## config.mk

```make
export PLATFORM = sky130hd
export DESIGN_NAME = processor_a
export DESIGN_NICKNAME = d
export VERILOG_FILES = /design/src/rtl/processor_a.sv
export SDC_FILE = /design/constraint.sdc
export NUM_CORES = 1
export LEC_CHECK = 0
export ABC_AREA = 1
export CORE_AREA = 2 2 39 41
export CTS_CLUSTER_DIAMETER = 120
export CTS_CLUSTER_SIZE = 10
export DETAILED_ROUTE_END_ITERATION = 10
export DIE_AREA = 0 0 41 43
export PLACE_DENSITY = 0.51
export SYNTH_ARGS = -nofsm -noshare
export SYNTH_HDL_FRONTEND = slang
export SYNTH_SLANG_ARGS = --single-unit
```

## constraint.sdc

```tcl
create_clock -name clk -period 1.75 [get_ports clk]
set_clock_uncertainty 0.05 [all_clocks]
set_input_delay 0.35 -clock clk [delete_from_list [all_inputs] [get_ports clk]]
set_output_delay 0.35 -clock clk [all_outputs]
set_load 0.01 [all_outputs]
```

## src/rtl/processor_a.sv

```systemverilog
// Pivot (diagonal) cell of the GF(2^WIDTH) systolic eliminator: per row it chooses
// pass / normalize / eliminate and hands the op and factor to the processor_B chain.

module gfe_inv #(
    parameter int WIDTH = 1
) (
    input  logic [WIDTH-1:0] a,
    output logic [WIDTH-1:0] y
);

    // Low WIDTH bits of a primitive polynomial; the x^WIDTH term is implicit.
    function automatic logic [WIDTH-1:0] field_poly();
        case (WIDTH)
            1:       return WIDTH'(32'h1);
            2:       return WIDTH'(32'h3);
            3:       return WIDTH'(32'h3);
            4:       return WIDTH'(32'h3);
            5:       return WIDTH'(32'h5);
            6:       return WIDTH'(32'h3);
            7:       return WIDTH'(32'h9);
            8:       return WIDTH'(32'h1d);
            9:       return WIDTH'(32'h11);
            10:      return WIDTH'(32'h9);
            11:      return WIDTH'(32'h5);
            12:      return WIDTH'(32'h53);
            13:      return WIDTH'(32'h1b);
            14:      return WIDTH'(32'h2b);
            15:      return WIDTH'(32'h3);
            16:      return WIDTH'(32'h100b);
            default: return WIDTH'(32'h3);
        endcase
    endfunction

    localparam logic [WIDTH-1:0] POLY = field_poly();

    function automatic logic [WIDTH-1:0] gf_mul(input logic [WIDTH-1:0] x, input logic [WIDTH-1:0] z);
        logic [WIDTH-1:0] acc;
        logic [WIDTH-1:0] sh;
        logic [WIDTH:0]   t;
        acc = '0;
        sh  = x;
        for (int i = 0; i < WIDTH; i++) begin
            if (z[i]) acc = acc ^ sh;
            t  = {sh, 1'b0};
            sh = t[WIDTH-1:0] ^ (t[WIDTH] ? POLY : '0);
        end
        return acc;
    endfunction

    // a^(2^m - 2) = product of a^(2^i) for i = 1..m-1; zero maps to zero.
    function automatic logic [WIDTH-1:0] gf_inv(input logic [WIDTH-1:0] x);
        logic [WIDTH-1:0] res;
        logic [WIDTH-1:0] sq;
        res = WIDTH'(1);
        sq  = x;
        for (int i = 1; i < WIDTH; i++) begin
            sq  = gf_mul(sq, sq);
            res = gf_mul(res, sq);
        end
        return (x == '0) ? '0 : res;
    endfunction

    always_comb begin
        y = gf_inv(a);
    end

endmodule

module processor_a #(
    parameter int WIDTH = 1,
    parameter int ROWS  = 4
) (
    input  logic             clk,
    input  logic             rst,
    input  logic [WIDTH-1:0] data_in,
    input  logic             start_in,
    output logic [1:0]       op_out,
    output logic [WIDTH-1:0] fac_out,
    output logic             start_out,
    output logic             r,
    output logic             fail
);

    // Timing contract: no handshake. One row is accepted every cycle and its
    // op/fac/start_out appear on the next cycle; nothing can stall the chain.

    localparam int CW = $clog2(ROWS + 1);
    localparam logic [CW-1:0] ROWS_C = CW'(ROWS);

    localparam logic [1:0] OP_PASS = 2'b00;
    localparam logic [1:0] OP_ELIM = 2'b10;
    localparam logic [1:0] OP_NORM = 2'b11;

    typedef enum logic {
        SEEK = 1'b0,
        HOLD = 1'b1
    } state_t;

    state_t           state;
    state_t           eff;
    state_t           state_nxt;
    logic [CW-1:0]    cnt;
    logic [CW-1:0]    cnt_nxt;
    logic [1:0]       op_nxt;
    logic [WIDTH-1:0] fac_nxt;
    logic [WIDTH-1:0] inv_data;
    logic             r_nxt;
    logic             fail_nxt;

    gfe_inv #(.WIDTH(WIDTH)) u_inv (
        .a (data_in),
        .y (inv_data)
    );

    always_comb begin
        eff       = start_in ? SEEK : state;
        state_nxt = eff;
        op_nxt    = OP_PASS;
        fac_nxt   = '0;
        r_nxt     = start_in ? 1'b0 : r;
        case (eff)
            SEEK: begin
                if (data_in != '0) begin
                    op_nxt    = OP_NORM;
                    fac_nxt   = inv_data;
                    r_nxt     = 1'b1;
                    state_nxt = HOLD;
                end
            end
            HOLD: begin
                op_nxt  = OP_ELIM;
                fac_nxt = data_in;
            end
            default: ;
        endcase
        if (start_in) begin
            cnt_nxt = CW'(1);
        end else if (cnt == ROWS_C) begin
            cnt_nxt = cnt;
        end else begin
            cnt_nxt = cnt + 1'b1;
        end
        // A full column's worth of rows with no pivot latches fail until the next start.
        fail_nxt = (start_in ? 1'b0 : fail) | ((cnt_nxt == ROWS_C) && (state_nxt == SEEK));
    end

    always_ff @(posedge clk) begin
        if (rst) begin
            state     <= SEEK;
            cnt       <= '0;
            op_out    <= OP_PASS;
            fac_out   <= '0;
            start_out <= 1'b0;
            r         <= 1'b0;
            fail      <= 1'b0;
        end else begin
            state     <= state_nxt;
            cnt       <= cnt_nxt;
            op_out    <= op_nxt;
            fac_out   <= fac_nxt;
            start_out <= start_in;
            r         <= r_nxt;
            fail      <= fail_nxt;
        end
    end

endmodule

```

### After elaboration in Yosys (flattened, before gate mapping)

Cells that the tools add are included.

| word-level totals | value |
|---|---|
| ROM bits | 0 |
| bits in latches | 0 |
| output and inout bits | 6 |
| input port bits | 4 |
| memory bits (writable) | 0 |
| word-level logic and storage cells | 26 |
| memories | 0 |
| bits in registers | 10 |

| operators by class | value |
|---|---|
| multiply operators | 0 |
| eq/ne operators | 2 |
| magnitude comparators | 0 |
| divide/modulo/power cells | 0 |
| muxes and demuxes | 12 |
| reductions and logical operators | 1 |
| bitwise logic cells | 3 |
| add/sub/neg operators | 1 |
| shift operators | 0 |

Operator list:

| operator | number |
|---|---|
| two-way mux 1 bit | 7 |
| equality test 3 bit, second input constant | 2 |
| two-way mux 3 bit | 2 |
| one-hot mux 2 bit (2 select lines) | 1 |
| adder 3 x 1 -> 3 bit, second input constant | 1 |
| two-way mux 2 bit | 1 |
| inverter 1 bit | 2 |
| one-hot mux 1 bit (2 select lines) | 1 |
| logical AND 1 bit | 1 |
| OR 1 bit | 1 |

### Longest topological paths before layout

Gate-level depths: netlist of run 1.

| depth | value |
|---|---|
| depth in word-level cells | 6 |
| mapped depth | 8 |
| gate-level depth less buffers | 8 |

### Modules after synthesis

Synthesis of run 1 repeated with hierarchy kept, for this count alone.

| second synthesis, totals | value |
|---|---|
| cell total of the unflattened synthesis | 52 |
| area, all modules | 396.6 µm² |

Modules (own cells, without submodules):

| module | cells each | area an instance (µm²) | instances | sequential area each (µm²) |
|---|---|---|---|---|
| processor_a | 51 | 389.1 | 1 | 200.2 |
| gfe_inv | 1 | 7.5 | 1 | 0.0 |

### Least setup slack after synthesis of run 1

No wires, ideal clock.

| timing | value |
|---|---|
| kind | register to register |
| from | register cnt[0] |
| to | register fail |
| data arrival time | 0.986 ns |
| required time | 1.587 ns |
| path slack | 0.600 ns |
| path buffers | 0 |
| stages on the path, launching flop included | 9 |
| period minus slack after synthesis | 1.150 ns |
| library setup time | 0.113 ns |
| cell sequence | dfxtp_1 > inv_1 > ha_1 > inv_1 > nand2_1 > nor2_1 > nor2_4 > nand3_1 > nand2_1 |

| between the ends | value |
|---|---|
| word-level cells in the longest chain between the ends | 6 |
| elaborated cells on any way between the ends | 7 |
| classes of those cells | add/sub (1); eq/ne (2); mux (2); bitwise (1); reduce/logical (1) |

RTL lines:

| element | RTL line | text |
|---|---|---|
| start: declaration | 102 | `logic [CW-1:0] cnt;` |
| start signal: assignment | 158 | `cnt <= cnt_nxt;` |
| adder 3 x 1 -> 3 bit or equality test 3 bit (tied branches) | 141, 138 |  |
| two-way mux 3 bit * | 138 | `end else if (cnt == ROWS_C) begin` |
| two-way mux 3 bit * | 136 | `if (start_in) begin` |
| equality test 3 bit * | 144 | `fail_nxt = (start_in ? 1'b0 : fail) \| ((cnt_nxt == ROWS_C) && (state_nxt == SEEK));` |
| logical AND 1 bit * | 144 |  |
| OR 1 bit * | 144 |  |
| end signal: assignment | 163 | `fail <= fail_nxt;` |
| end: declaration | 81 | `output logic fail` |

Every way passes the cells marked *; elsewhere a longest branch is shown, timed or not.
A chain may end at the register's enable or synchronous reset.

### Final worst setup path of run 1

| timing | value |
|---|---|
| from | register fail |
| to | output fail |

No word-level cell between the ends.

==> impl_metrics.json, run 1 <==
{
  "worst-path-max-fanout": 2,
  "min_period_over_period_pct": 87.5,
  "wl_per_cell_um": 7.71,
  "grtUsageTotal_pct": 9.28,
  "synth_area_sq_um": 385,
  "tns_ns": 0,
  "crit_chain": "clkdlybuf4s50_1",
  "ys_types": 13,
  "syn_inst": 48,
  "root_buffer": "clkbuf_4",
  "post_drt_via_cell_ratio": 3.97,
  "dp_hpwl_um": 491,
  "stdcell_area_sq_um": 539,
  "cts_buffer_depth": 2,
  "p_switching_uw": 108,
  "die_h_um": 43,
  "drc": 0,
  "critPathRequiredTime_ns": 1.35,
  "final-seq-area_sq_um": 200,
  "cts_tree": "yes",
  "critPathTopFamily": "buffers and inverters",
  "synth_nets": 54,
  "p_int_uw": 396,
  "p_clk_share_pct": 40.2,
  "ys_ff_latch": 10,
  "avgSynthCellArea_sq_um": 8.03,
  "synth_area_leaders": "dfxtp_1 (52%), inv_1 (8.8%), nand2_1 (8.8%), ha_1 (6.5%), nor2_1 (5.8%)",
  "hold_path.class": "register to register",
  "cp-start-kind": "register",
  "seq_area_frac_synth_pct": 51.9,
  "ys_async_sr_fraction_pct": 0,
  "drtIter0Drc": 6,
  "post_cts_resized": 0,
  "antenna_found_initial": 0,
  "max-cap-violations": 0,
  "synth_most_common_cell": "dfxtp_1",
  "fin_hold_ws_ns": 0.405,
  "fmax_mhz": 653,
  "die_x_um": 41,
  "grt_first_pass_wirelength_um": 1010,
  "slew_headroom_pct": 86.1,
  "htreeDepth": 1,
  "seq_power_share_pct": 48.5,
  "p_sw_share_pct": 21.5,
  "slowest_stage": "clkdlybuf4s50_1",
  "rr_startpoint": "cnt[0]",
  "power_frac_comb_pct": 11.2,
  "synth_top_area_share_pct": 51.9,
  "ys_warn_count": 0,
  "multi_input_area_sq_um": 148,
  "worst-r2r-setup-slack_ns": 0.52,
  "dieArea_sq_um": 1760,
  "port-buffer-count": 9,
  "cts_num_sinks": 10,
  "gp_congestion": 0.658,
  "grt_pass1_vias": 273,
  "crit_type": "register to output pin",
  "vdd_drop_max_uv": 378,
  "clk_latency_ns": 0.26,
  "layout_min_cycle_time_ns": 1.53,
  "grt_max_degree": 7,
  "leakage_uw": 0.000257,
  "setup_viol": 0,
  "cts_buffers": 3,
  "dr.pass1.iters": 4,
  "worst-path-buf-inv": 1,
  "critical_path.max_stage_delay_ns": 0.53,
  "hold_violations": 0,
  "ys.flop_type": "dfxtp_1",
  "drt_wl_total_um": 601,
  "syn2layout_area_growth_pct": 39.9,
  "ios": 10,
  "place_area_sq_um": 503,
  "core_sq_um": 1380,
  "power_density_nw_per_um2": 934,
  "overflow": 0,
  "setup.worst_path.start": "fail",
  "crit_path_end_kind": "output pin",
  "slew_violations": 0,
  "cts.clk_slew.worst_paths_ns": 0.07,
  "vias": 310,
  "cts_hold_buf": 0,
  "antennaDiodeCount": 0,
  "nNetsFinal": 69,
  "yosysTopAreaCell": "dfxtp_1",
  "status": "finished, final reports clean",
  "synth_common_cells": "dfxtp_1 (10), inv_1 (9), nand2_1 (9)",
  "ant_nets": 0,
  "worst_pin_slew_ns": 0.208,
  "start_util_pct": 27.8,
  "rsz0062_at_grt": "no",
  "n_fill_cell": 147,
  "num_rows": 14,
  "utilization_pct": 39.0,
  "cp_data_arrival_time_ns": 1.13,
  "postCtsSetupBuffers": 0,
  "final_layout_size_suffix_gt1_share_pct": 16.1,
  "worst_hold_startpoint": "r",
  "synth-edff-count": 0
}
-- stage by stage --
stage | total power, uW | instances | setup WS, ns
3_3_place_gp | 308 | 74 | 0.297
3_5_place_dp | 307 | 74 | 0.298
5_1_grt | 535 | 78 | 0.175
2_1_floorplan | 278 | 48 | 0.600
6_report | 504 | 78 | 0.218
4_1_cts | 514 | 78 | 0.203
-- final cells by class --
cell class	instances	area share, %
multi-input cells	28	27.4
well taps	16	3.71
clock buffers	4	6.73
inverters	10	6.96
repair buffers	10	18.1
flip-flops and latches	10	37.1
-- routing by layer --
layer  global-route usage, %  vias to the layer above  wire, um
met2                    10.9                        4       271
met4                    10.0                        0         9
met3                    4.71                        2        25
met1                    10.8                      135       294
li1                        -                      169         -
met5                       0                        -         0
-- logic make-up after synthesis --
family          count (synthesis)  synth area share, %
simple gates                   23                 27.9
buf+inv                        10                 9.74
flops                          10                 51.9
compound gates                  3                 3.89
fa+ha+maj                       2                 6.49
-- final timing paths --
path          end  cells after the start
min reg2reg     r                      2
min             r                      2
max          fail                      1
max reg2reg  fail                      8
-- state kept, by name, summed over array words and instances, names as in the netlist --
signal     count
cnt            3
op_out         2
fac_out        1
fail           1
r              1
start_out      1
state          1
-- power groups by stage --
stage / Combinational, uW / Sequential [uW] / Clock (uW)
2_1_floorplan: 24.5 / 253 / 0
3_3_place_gp: 58.2 / 250 / 0
3_5_place_dp: 57.3 / 250 / 0
4_1_cts: 57.7 / 245 / 212
5_1_grt: 64.6 / 245 / 225
6_report: 56.5 / 245 / 203
-- placed cells by master, fill, tap and decap left out --
cell / count
nand3_1: 2
nor3_1: 1
clkbuf_4: 3
nor2_2: 1
nand2_2: 2
nor2_1: 6
clkbuf_8: 1
a21oi_1: 3
inv_1: 9
or2_1: 1
nand2_1: 9
clkdlybuf4s50_1: 9
ha_1: 2
dfxtp_1: 10
nor2_4: 1
inv_2: 1
buf_4: 1
Note: power is estimated with default switching activity, not from simulation.
==> run 2: changes to the inputs <==
Settings changed: ABC_CLOCK_PERIOD_IN_PS set to 1750.
==> results of run 2 <==
Final layout, timing and power as in run 1 (identical DEF).
==> run 3: changes to the inputs <==
Settings changed: TNS_END_PERCENT set to 100.
==> results of run 3 <==
Final layout, timing and power as in run 1 (identical DEF).
